===== src/rtl/plurality_vote_tally.sv =====
// plurality_vote_tally
// Streaming plurality voter: accepts one ballot per cycle over valid/ready,
// keeps one tally counter per candidate, and on a close request scans the
// tallies one candidate per cycle to find the plurality winner.
// Ties resolve to the lowest candidate index.
// Optional feature macro: VOTE_TIE_FLAG_EN adds a 'tie' output that flags
// a later candidate matching the final (non-zero) winning count.
module plurality_vote_tally #(
  parameter int NUM_CAND   = 4,
  parameter int CAND_W     = $clog2(NUM_CAND),
  parameter int MAX_VOTERS = 8,
  parameter int CNT_W      = $clog2(MAX_VOTERS + 1)
) (
  input  logic              clk,
  input  logic              rst,
  input  logic              vote_valid,
  output logic              vote_ready,
  input  logic [CAND_W-1:0] vote_cand,
  input  logic              close_req,
  output logic              busy,
  output logic              result_valid,
  input  logic              result_ready,
  output logic [CAND_W-1:0] winner,
  output logic [CNT_W-1:0]  winner_count,
  output logic [CNT_W-1:0]  total_count,
  output logic              reject_err
`ifdef VOTE_TIE_FLAG_EN
  ,
  output logic              tie
`endif
);

  typedef enum logic [1:0] {
    COLLECT = 2'd0,
    SCAN    = 2'd1,
    RESULT  = 2'd2
  } state_t;

  // Constants sized to the operands they are compared against, so every
  // compare is unsigned and width-matched.
  localparam logic [CNT_W-1:0]  MAX_V    = CNT_W'(MAX_VOTERS);
  localparam logic [CAND_W:0]   NUM_C    = (CAND_W + 1)'(NUM_CAND);
  localparam logic [CAND_W-1:0] LAST_IDX = CAND_W'(NUM_CAND - 1);

  state_t            state;
  state_t            state_next;

  logic [CNT_W-1:0]  tally [NUM_CAND];
  logic [CNT_W-1:0]  total_q;
  logic              reject_q;

  logic [CAND_W-1:0] scan_idx;
  logic [CAND_W-1:0] best_idx;
  logic [CNT_W-1:0]  best_count;
  logic              tie_q;

  logic              accept;
  logic              in_range;
  logic              close_take;
  logic              scan_last;
  logic              result_xfer;
  logic [CNT_W-1:0]  scan_tally;

  // Handshake qualifiers and scan helpers derived from the current state.
  always_comb begin
    vote_ready  = 1'b0;
    accept      = 1'b0;
    in_range    = 1'b0;
    close_take  = 1'b0;
    scan_last   = 1'b0;
    result_xfer = 1'b0;
    scan_tally  = '0;
    if (state == COLLECT) begin
      vote_ready = (total_q < MAX_V);
      close_take = close_req;
    end
    accept      = vote_valid && vote_ready;
    in_range    = ({1'b0, vote_cand} < NUM_C);
    scan_last   = (scan_idx == LAST_IDX);
    result_xfer = (state == RESULT) && result_ready;
    if (state == SCAN) begin
      scan_tally = tally[scan_idx];
    end
  end

  // State register; reset aborts any scan or pending result.
  always_ff @(posedge clk) begin
    if (rst) begin
      state <= COLLECT;
    end else begin
      state <= state_next;
    end
  end

  // Next-state logic: close starts the scan, the last index ends it, and
  // the result handshake returns to collecting ballots.
  always_comb begin
    state_next = state;
    unique case (state)
      COLLECT: begin
        if (close_take) begin
          state_next = SCAN;
        end
      end
      SCAN: begin
        if (scan_last) begin
          state_next = RESULT;
        end
      end
      RESULT: begin
        if (result_xfer) begin
          state_next = COLLECT;
        end
      end
      default: begin
        state_next = COLLECT;
      end
    endcase
  end

  // Per-candidate tallies: bump on an accepted in-range ballot, clear when
  // the result has been handed off.
  always_ff @(posedge clk) begin
    if (rst || result_xfer) begin
      for (int i = 0; i < NUM_CAND; i++) begin
        tally[i] <= '0;
      end
    end else if (accept && in_range) begin
      tally[vote_cand] <= tally[vote_cand] + CNT_W'(1);
    end
  end

  // Total of counted ballots plus the sticky out-of-range flag.
  always_ff @(posedge clk) begin
    if (rst || result_xfer) begin
      total_q  <= '0;
      reject_q <= 1'b0;
    end else if (accept) begin
      if (in_range) begin
        total_q <= total_q + CNT_W'(1);
      end else begin
        reject_q <= 1'b1;
      end
    end
  end

  // Sequential scan: keep the running best, replacing it only on a strictly
  // larger tally so the lowest index wins ties; the tie tracker restarts
  // whenever the best changes.
  always_ff @(posedge clk) begin
    if (rst || result_xfer) begin
      scan_idx   <= '0;
      best_idx   <= '0;
      best_count <= '0;
      tie_q      <= 1'b0;
    end else if (close_take) begin
      scan_idx   <= '0;
      best_idx   <= '0;
      best_count <= '0;
      tie_q      <= 1'b0;
    end else if (state == SCAN) begin
      if (scan_tally > best_count) begin
        best_idx   <= scan_idx;
        best_count <= scan_tally;
        tie_q      <= 1'b0;
      end else if ((scan_tally == best_count) && (best_count != '0)) begin
        tie_q <= 1'b1;
      end
      if (!scan_last) begin
        scan_idx <= scan_idx + CAND_W'(1);
      end
    end
  end

  assign busy         = (state != COLLECT);
  assign result_valid = (state == RESULT);
  assign winner       = best_idx;
  assign winner_count = best_count;
  assign total_count  = total_q;
  assign reject_err   = reject_q;

`ifdef VOTE_TIE_FLAG_EN
  assign tie = tie_q;
`else
  // Without the tie output the tracker has no observer; folding it here
  // keeps the register referenced so the build stays warning-free.
  logic tie_unused;
  assign tie_unused = tie_q;
`endif

endmodule


===== config.mk =====
export PLATFORM = sky130hd
export DESIGN_NAME = plurality_vote_tally
export DESIGN_NICKNAME = d
export VERILOG_FILES = /design/src/rtl/plurality_vote_tally.sv
export SDC_FILE = /design/constraint.sdc
export NUM_CORES = 1
export LEC_CHECK = 0
export BUFFER_PORTS_ARGS = -buffer_cell sky130_fd_sc_hd__buf_2
export CELL_PAD_IN_SITES_DETAIL_PLACEMENT = 0
export CELL_PAD_IN_SITES_GLOBAL_PLACEMENT = 1
export CORE_MARGIN = 1.5
export CORE_UTILIZATION = 40
export CTS_CLUSTER_SIZE = 28
export DETAILED_ROUTE_END_ITERATION = 8
export PLACE_DENSITY_LB_ADDON = 0.3
export REMOVE_ABC_BUFFERS = 1
export SYNTH_ARGS = -nofsm -noshare
export SYNTH_HDL_FRONTEND = slang
export SYNTH_SLANG_ARGS = --single-unit

===== constraint.sdc =====
create_clock -name clk -period 2.3 [get_ports clk]
set_input_delay 0.46 -clock clk [delete_from_list [all_inputs] [get_ports clk]]
set_output_delay 0.46 -clock clk [all_outputs]
set_load 0.01 [all_outputs]

-- After elaboration in Yosys (flattened, before gate mapping)
Memories as Yosys holds them, arrays and structs flattened. A register that Yosys moved wholly into a read port is not among the register bits.
Cells that the tools add are included.
- bitwise gates (word level): 1
- shift operators: 0
- multiplexer cells: 17
- magnitude comparators: 2
- divide/modulo/power cells: 0
- $add $sub $neg: 3
- $mul: 0
- equality and inequality tests: 6
- reduce and logical (&&, ||, !) cells: 10
- operator list (operator ; count):
    $mux W2 ; 6
    $add A4 B1 Y4 const B ; 2
    $mux W1 ; 8
    $mux W4 ; 2
    $pmux W2 S3 ; 1
    $eq A2 B2 Y1 const B ; 2
    $gt A4 B4 Y1 ; 1
    $lt A4 B4 Y1 const B ; 1
    $ne A2 B2 Y1 const B ; 2
    $reduce_and A2 Y1 ; 2
    $reduce_or A4 Y1 ; 1
    $reduce_and A3 Y1 ; 1
    $add A2 B1 Y2 const B ; 1
    $eq A2 B1 Y1 const B ; 1
    $logic_and A1 B1 Y1 ; 2
    $logic_not A2 Y1 ; 1
    $ne A2 B1 Y1 const B ; 1
    $reduce_bool A2 Y1 ; 1
    $reduce_or A2 Y1 ; 1
    $logic_or A1 B1 Y1 ; 1
    $not A1 Y1 ; 1
- input port bits: 7
- word-level logic and storage cells: 45
- memories: 1
- RAM bits: 16
- bits in latches: 0
- bits in registers: 14
- ROM bits: 0
- memory list (name ; words ; width ; read ports ; clocked after Yosys merged registers in ; wr ports ; RTL line ; source):
    tally ; 4 ; 4 ; 2 ; 1 ; 4 ; 48 ; logic [CNT_W-1:0] tally [NUM_CAND];

-- Logic depth before layout (Yosys ltp)
Gate-level depths: netlist (run 1).
- depth after elaboration: 8
- gate-level depth with buffers: 9

-- Least setup slack after synthesis (run 1)
Ideal clock, no wire load.
- path type: register to register
- from: register (tool-made name)
- to: register best_idx[0], in the netlist winner[0]
- setup time: 0.072 ns
- period minus slack after synthesis: 2.370 ns
- path buffers: 1
- data required time: 2.228 ns
- stages on the path, launching flop included: 9
- arrival time: 2.298 ns
- path slack: -0.070 ns
- cells stage by stage: dfxtp_1 mux4_2 and2_1 ha_1 nand3_1 o22ai_1 o221a_2 clkbuf_1 mux2i_1
- RTL lines (what ; RTL line ; source):
    end signal, assigned ; 163 ; best_idx <= scan_idx;
    end, declared ; 53 ; logic [CAND_W-1:0] best_idx;

==> results by group, run 1 <==
Status
  • Outcome: finished clean

Routing
  • Starting DRT DRC Count: 34
  • # DRC: 0
  • Drt pass-1 iters: 4
  • DRT antenna net count: 0
  • WL per Instance: 14.5 um
  • DRT Wirelength: 3.30 mm
  • DR vias: 1156
  • Drt via density: 5.09

Worst setup path
  • Critical path fanouts, max: 6
  • CP max stage cell: mux4_2
  • Crit Path Class: register to register
  • CP peak stage delay: 0.48 ns
  • Worst Path Arrival: 2.41 ns
  • CP endpoint kind: register
  • Worst-path cell chain: mux4_2 -> and2_4 -> ha_4 -> nand3_4 -> o22ai_4 -> o221a_4 -> mux2i_1
  • Worst setup SP type: register
  • CP Data Required Time: 2.51 ns

Floorplan
  • Num rows: 23
  • # IOs: 21
  • Initial Util: 41.1%
  • Die height: 66.9 um
  • Full die area: 4480 um^2
  • Core Area: 3970 um^2
  • Die W: 66.9 um

Global routing
  • Global-route wire length before repair: 5.22 mm
  • Vias in the first global route: 1111
  • GRT Util Overall: 16.7%
  • Initial antenna violation count: 0
  • GR Util met3: 5.07%
  • M1 GR Usage: 17.5%
  • Largest net degree at the start of global routing: 16
  • Global route overflow: 0
  • Most used routing layer: met2
  • GR Util met2: 28.7%

Clocking
  • Total CTS buffers: 5
  • CTS tree: built
  • H-tree depth: 2
  • Clock sinks: 32
  • Clk buf depth: 2
  • Clock transition at path regs: 0.07 ns
  • Cts-stage hold buffer count: 0
  • Worst-Skew Late Latency: 0.29 ns
  • Root cell of the clock tree: clkbuf_8

Logic synthesis
  • Register area share after synthesis: 49.0%
  • Mapped Avg Cell Area: 11.0 um^2
  • Compound-gate portion of the synthesized area: 3.75%
  • Adder-Cell Fraction of Synth Area: 5.36%
  • Yosys cell types: 34
  • Cell count after synthesis: 149
  • Simple-gate share of the synthesized area: 18.3%
  • #FFs+latches synth: 32
  • Yosys warns: 0
  • Post-Synth XOR/XNOR Area: 2.68%
  • Synthesized area: 1630 um^2
  • Mux cell area share after synthesis: 16.6%
  • Main combinational cell family by area after synthesis: simple AND/OR/NAND/NOR gates

STA
  • Tcrit/Tclk final: 95.4%
  • Final Setup Violations: 0
  • Fin. Hold Viols: 0
  • Final slew viol count: 0
  • Skew final: 0.00978 ns
  • Fmax: 0.456 GHz
  • Final Critical Period: 2.19 ns

Finish
  • Final core utilization: 50.0%
  • ANT cells: 0
  • Commonest non-fill, non-tap cells in the layout: nor2_1, nand2_1, buf_2, edfxtp_1, dfxtp_1
  • Commonest non-fill, non-tap cell in the layout: nor2_1
  • Fraction of layout cells with a size suffix above 1: 32.2%
  • Nets: 190
  • Area delta synth->final: 21.6%

Worst hold path
  • Worst Hold Class: primary input to register

Power
  • Power Density: 638 nW/um^2
  • Leakage Power: 0.000813 uW
  • Peak supply drop: 0.324 mV
  • Power, Total: 1270 uW

Placed design
  • Gpl congestion: 0.782
  • IO buf count: 19
  • Post-detail-place hpwl: 2.52 mm

Flow run
  • Total of max-cap violations: 0
-- cell families after synthesis --
family | after synthesis
multiplexers | 17
AND/OR/NAND/NOR | 63
other | 1
XOR/XNOR | 5
buffers and inverters | 15
flip-flops | 32
adder cells (fa/ha/maj) | 7
AO/OA/AOI/OAI | 9
-- metrics by stage --
step	instance area (um^2)	TNS [ns]	instances	hold slack [ns]	setup slack, ns
3_5_place_dp	1810	-0.559	218	0.446	-0.106
3_3_place_gp	1810	0	218	0.443	0.0335
5_1_grt	1990	-0.000177	227	0.434	-0.000177
2_1_floorplan	1600	0	142	0.454	0.124
4_1_cts	1910	0	226	0.419	0.0284
6_report	1990	0	227	0.430	0.106
-- critical path: cells and delay by family (launching register included) --
family | cells | cell delay, ns
mux | 2 | 0.68
compound gates | 2 | 0.47
flops | 1 | 0.42
fa+ha+maj | 1 | 0.28
simple gates | 2 | 0.27
-- registers in the layout, summed over array words and instances (netlist names), named ones only --
register and count:
winner 2, state 2, tally 16, scan_idx 2
winner_count 4, total_count 4
-- metal layers --
| metal | wire (um) | up-vias |
|---|---|---|
| met4 | 99 | 0 |
| met3 | 129 | 8 |
| li1 | - | 578 |
| met5 | 0 | - |
| met2 | 1720 | 28 |
| met1 | 1350 | 542 |
-- power by group --
| part | total (uW) | switching [uW] | internal (uW) |
|---|---|---|---|
| Clock | 409 | 197 | 212 |
| Combinational | 211 | 108 | 103 |
| Sequential | 647 | 20.3 | 627 |
| Total | 1270 | 326 | 941 |
-- path summary, 6_finish.rpt --
| kind | start | end | slack [ns] | cells past startpoint |
|---|---|---|---|---|
| setup / recovery | tally[1][2]$_SDFFCE_PN0P_ | winner[1]$_SDFFE_PP0P_ | 0.11 | 7 |
| hold / removal | rst | state[0]$_SDFFE_PP0P_ | 0.43 | 2 |
| setup reg to reg | tally[1][2]$_SDFFCE_PN0P_ | winner[1]$_SDFFE_PP0P_ | 0.11 | 7 |
| hold reg to reg | winner[0]$_SDFFE_PP0P_ | winner[0]$_SDFFE_PP0P_ | 0.45 | 2 |
-- cells in the mapped netlist, drive strengths merged --
cell type / count / area share (%)
nor2: 22 / 5.2
nand2: 19 / 4.4
dfxtp: 16 / 20
edfxtp: 16 / 29
inv: 8 / 1.8
mux2i: 8 / 4.9
mux4: 8 / 11
ha: 7 / 5.4
buf: 6 / 2.0
and2: 5 / 1.9
a21oi: 4 / 1.2
nor3: 4 / 1.2
nand3: 3 / 0.92
xor2: 3 / 1.6
nand3b: 2 / 0.92
or3: 2 / 1.1
xnor2: 2 / 1.1
a21o: 1 / 0.46
a22oi: 1 / 0.46
a41oi: 1 / 0.54
and2b: 1 / 0.46
clkbuf: 1 / 0.23
conb: 1 / 0.23
mux2: 1 / 0.69
nor2b: 1 / 0.38
nor4: 1 / 0.38
nor4b: 1 / 0.54
o221a: 1 / 0.69
o22ai: 1 / 0.38
or2: 1 / 0.38
or3b: 1 / 0.54
-- repair_timing --
item                       CTS  global route
buffers inserted             0             1
setup endpoints to repair    6             6
pin swaps                    1             4
resized for setup            3            12
-- cell type report --
class                      instances  area (um^2)
inverter                           8         30.0
sequential                        32          805
clock inverter                     1         5.00
tap                               50         62.6
clock buffer                       7         76.3
multi-input combinational        102          853
timing repair buffer              27          155
fill                             369         1980
Note: power is estimated with default switching activity, not from simulation.
==> run 2, diff against run 1 <==
--- a/config.mk
+++ b/config.mk
@@ -14,6 +14,7 @@
 export DETAILED_ROUTE_END_ITERATION = 8
 export PLACE_DENSITY_LB_ADDON = 0.3
 export REMOVE_ABC_BUFFERS = 1
+export SETUP_SLACK_MARGIN = 0.4
 export SYNTH_ARGS = -nofsm -noshare
 export SYNTH_HDL_FRONTEND = slang
 export SYNTH_SLANG_ARGS = --single-unit
==> results by group, run 2 (same netlist as run 1, synthesis figures left out) <==
Worst setup path
  • Critical R2R Capture: winner[1]$_SDFFE_PP0P_
  • CP endpoint kind: register
  • Worst r2r src: tally[1][2]$_SDFFCE_PN0P_
  • Crit Path Class: register to register
  • Critical path fanouts, max: 6
  • Worst Path Arrival: 2.34 ns
  • Reg2reg setup slack: 0.13 ns
  • Worst setup SP type: register
  • R2R cell count: 7
  • CP Data Required Time: 2.47 ns

Worst hold path
  • Hold Startpoint: rst
  • Worst Hold Class: primary input to register
  • WHS Endpoint: state[0]$_SDFFE_PP0P_
  • WHS Path Cells: 2

Clocking
  • Clock transition at path regs: 0.07 ns
  • Worst-Skew Late Latency: 0.29 ns
  • H-tree depth: 2
  • Root cell of the clock tree: clkbuf_8
  • Total CTS buffers: 5
  • Clk buf depth: 2
  • Cts-stage hold buffer count: 0
  • CTS tree: built
  • Clock sinks: 32

Flow run
  • Total of max-cap violations: 0

Routing
  • WL per Instance: 14.5 um
  • DRT antenna net count: 0
  • Drt pass-1 iters: 4
  • DR vias: 1160
  • # DRC: 0
  • Drt via density: 5.04
  • Starting DRT DRC Count: 20
  • DRT Wirelength: 3.33 mm

Finish
  • Area delta synth->final: 23.7%
  • Final Cell Area: 2020 um^2
  • Nets: 193
  • Commonest non-fill, non-tap cells in the layout: nor2_1, buf_2, nand2_1, edfxtp_1, dfxtp_1
  • Commonest non-fill, non-tap cell in the layout: nor2_1
  • ANT cells: 0
  • Largest register by flop count: tally
  • Cell Count, Final, Fillers Out: 230
  • Max reg flops: 16
  • Fraction of layout cells with a size suffix above 1: 34.4%

Global routing
  • Initial antenna violation count: 0
  • GRT Util Overall: 17.0%
  • Vias in the first global route: 1121
  • Global-route wire length before repair: 5.30 mm
  • Largest net degree at the start of global routing: 16
  • Global route overflow: 0

Floorplan
  • Die height: 66.9 um
  • Num rows: 23
  • Full die area: 4480 um^2
  • # IOs: 21
  • Core Area: 3970 um^2
  • Initial Util: 41.1%
  • Die W: 66.9 um

STA
  • RSZ-0062 raised after global routing: true
  • Fin. Hold Viols: 0
  • Tcrit/Tclk final: 94.4%
  • Final Setup Violations: 0
  • Final Critical Period: 2.17 ns
  • Setup TNS Final: 0 ns
  • Fmax: 0.461 GHz
  • Final slew viol count: 0
  • Skew final: 0.0113 ns

Placed design
  • IO buf count: 19
  • DP Area: 1810 um^2
  • Post-detail-place hpwl: 2.52 mm
  • Placed insts: 218
  • Gpl congestion: 0.782

Power
  • Peak supply drop: 0.323 mV
  • Leakage Power: 0.000831 uW
  • Power Density: 633 nW/um^2

Status
  • Outcome: finished clean
-- run 2: cell count changes in the layout (fill, tap and decap cells not counted), sizes merged --
cell,delta
buf,+3
-- run 2: final cells by class --
type                            instances  area, um^2
Fill cell                             370        1950
Multi-Input combinational cell        102         866
Sequential cell                        32         805
Timing Repair Buffer                   30         178
Clock buffer                            7        76.3
Tap cell                               50        62.6
Inverter                                8        30.0
Clock inverter                          1        5.00
-- run 2: layer usage --
layer  global-route usage (%)  wire length, um  vias to the layer above
li1                         -                -                      583
met1                     17.8             1350                      541
met2                     29.4             1750                       28
met3                     5.07              124                        8
met4                     11.2               99                        0
met5                        0                0                        -
-- run 2: how the worst max path moves through the flow --
stage	start	endpoint	slack, ns	cells past startpoint
final	tally[1][2]$_SDFFCE_PN0P_	winner[1]$_SDFFE_PP0P_	0.13	7
after floorplan	register	winner[0]$_SDFFE_PP0P_	0.12	7
after CTS	tally[1][1]$_SDFFCE_PN0P_	winner[1]$_SDFFE_PP0P_	0.14	7
after detailed placement	register	winner[1]$_SDFFE_PP0P_	-0.11	7
after global placement	register	winner_count[3]$_SDFFE_PP0P_	0.03	7
after global routing	tally[1][2]$_SDFFCE_PN0P_	winner_count[3]$_SDFFE_PP0P_	0.04	7
-- run 2: worst max-delay path, stage by stage, from the launching register on --
cell and delay, ns:
edfxtp_1 0.42, mux4_2 0.48, and2_4 0.19, ha_4 0.25, a21oi_2 0.19, o22ai_4 0.10
o221a_4 0.29, mux2i_1 0.13
-- run 2: what timing repair did --
item / in CTS / in global routing
endpoints found under the setup margin: 10 / 16
cloned: 0 / 0
pin swaps: 4 / 3
resized for setup: 12 / 6
buffers inserted: 2 / 2
-- run 2: through the flow --
stage	utilization (%)	power [uW]	setup WS [ns]	hold WS [ns]
3_5_place_dp	45.5	842	-0.106	0.446
5_1_grt	50.9	1350	0.0364	0.434
6_report	50.9	1280	0.129	0.425
2_1_floorplan	-	768	0.124	0.454
4_1_cts	49.7	1270	0.135	0.419
3_3_place_gp	45.5	835	0.0335	0.443
-- run 2: power breakdown --
| group | internal (uW) | total, uW | leakage [uW] | switching [uW] |
|---|---|---|---|---|
| clock network | 212 | 411 | 0.0000422 | 199 |
| registers | 627 | 647 | 0.000297 | 20.3 |
| logic | 110 | 221 | 0.000492 | 110 |
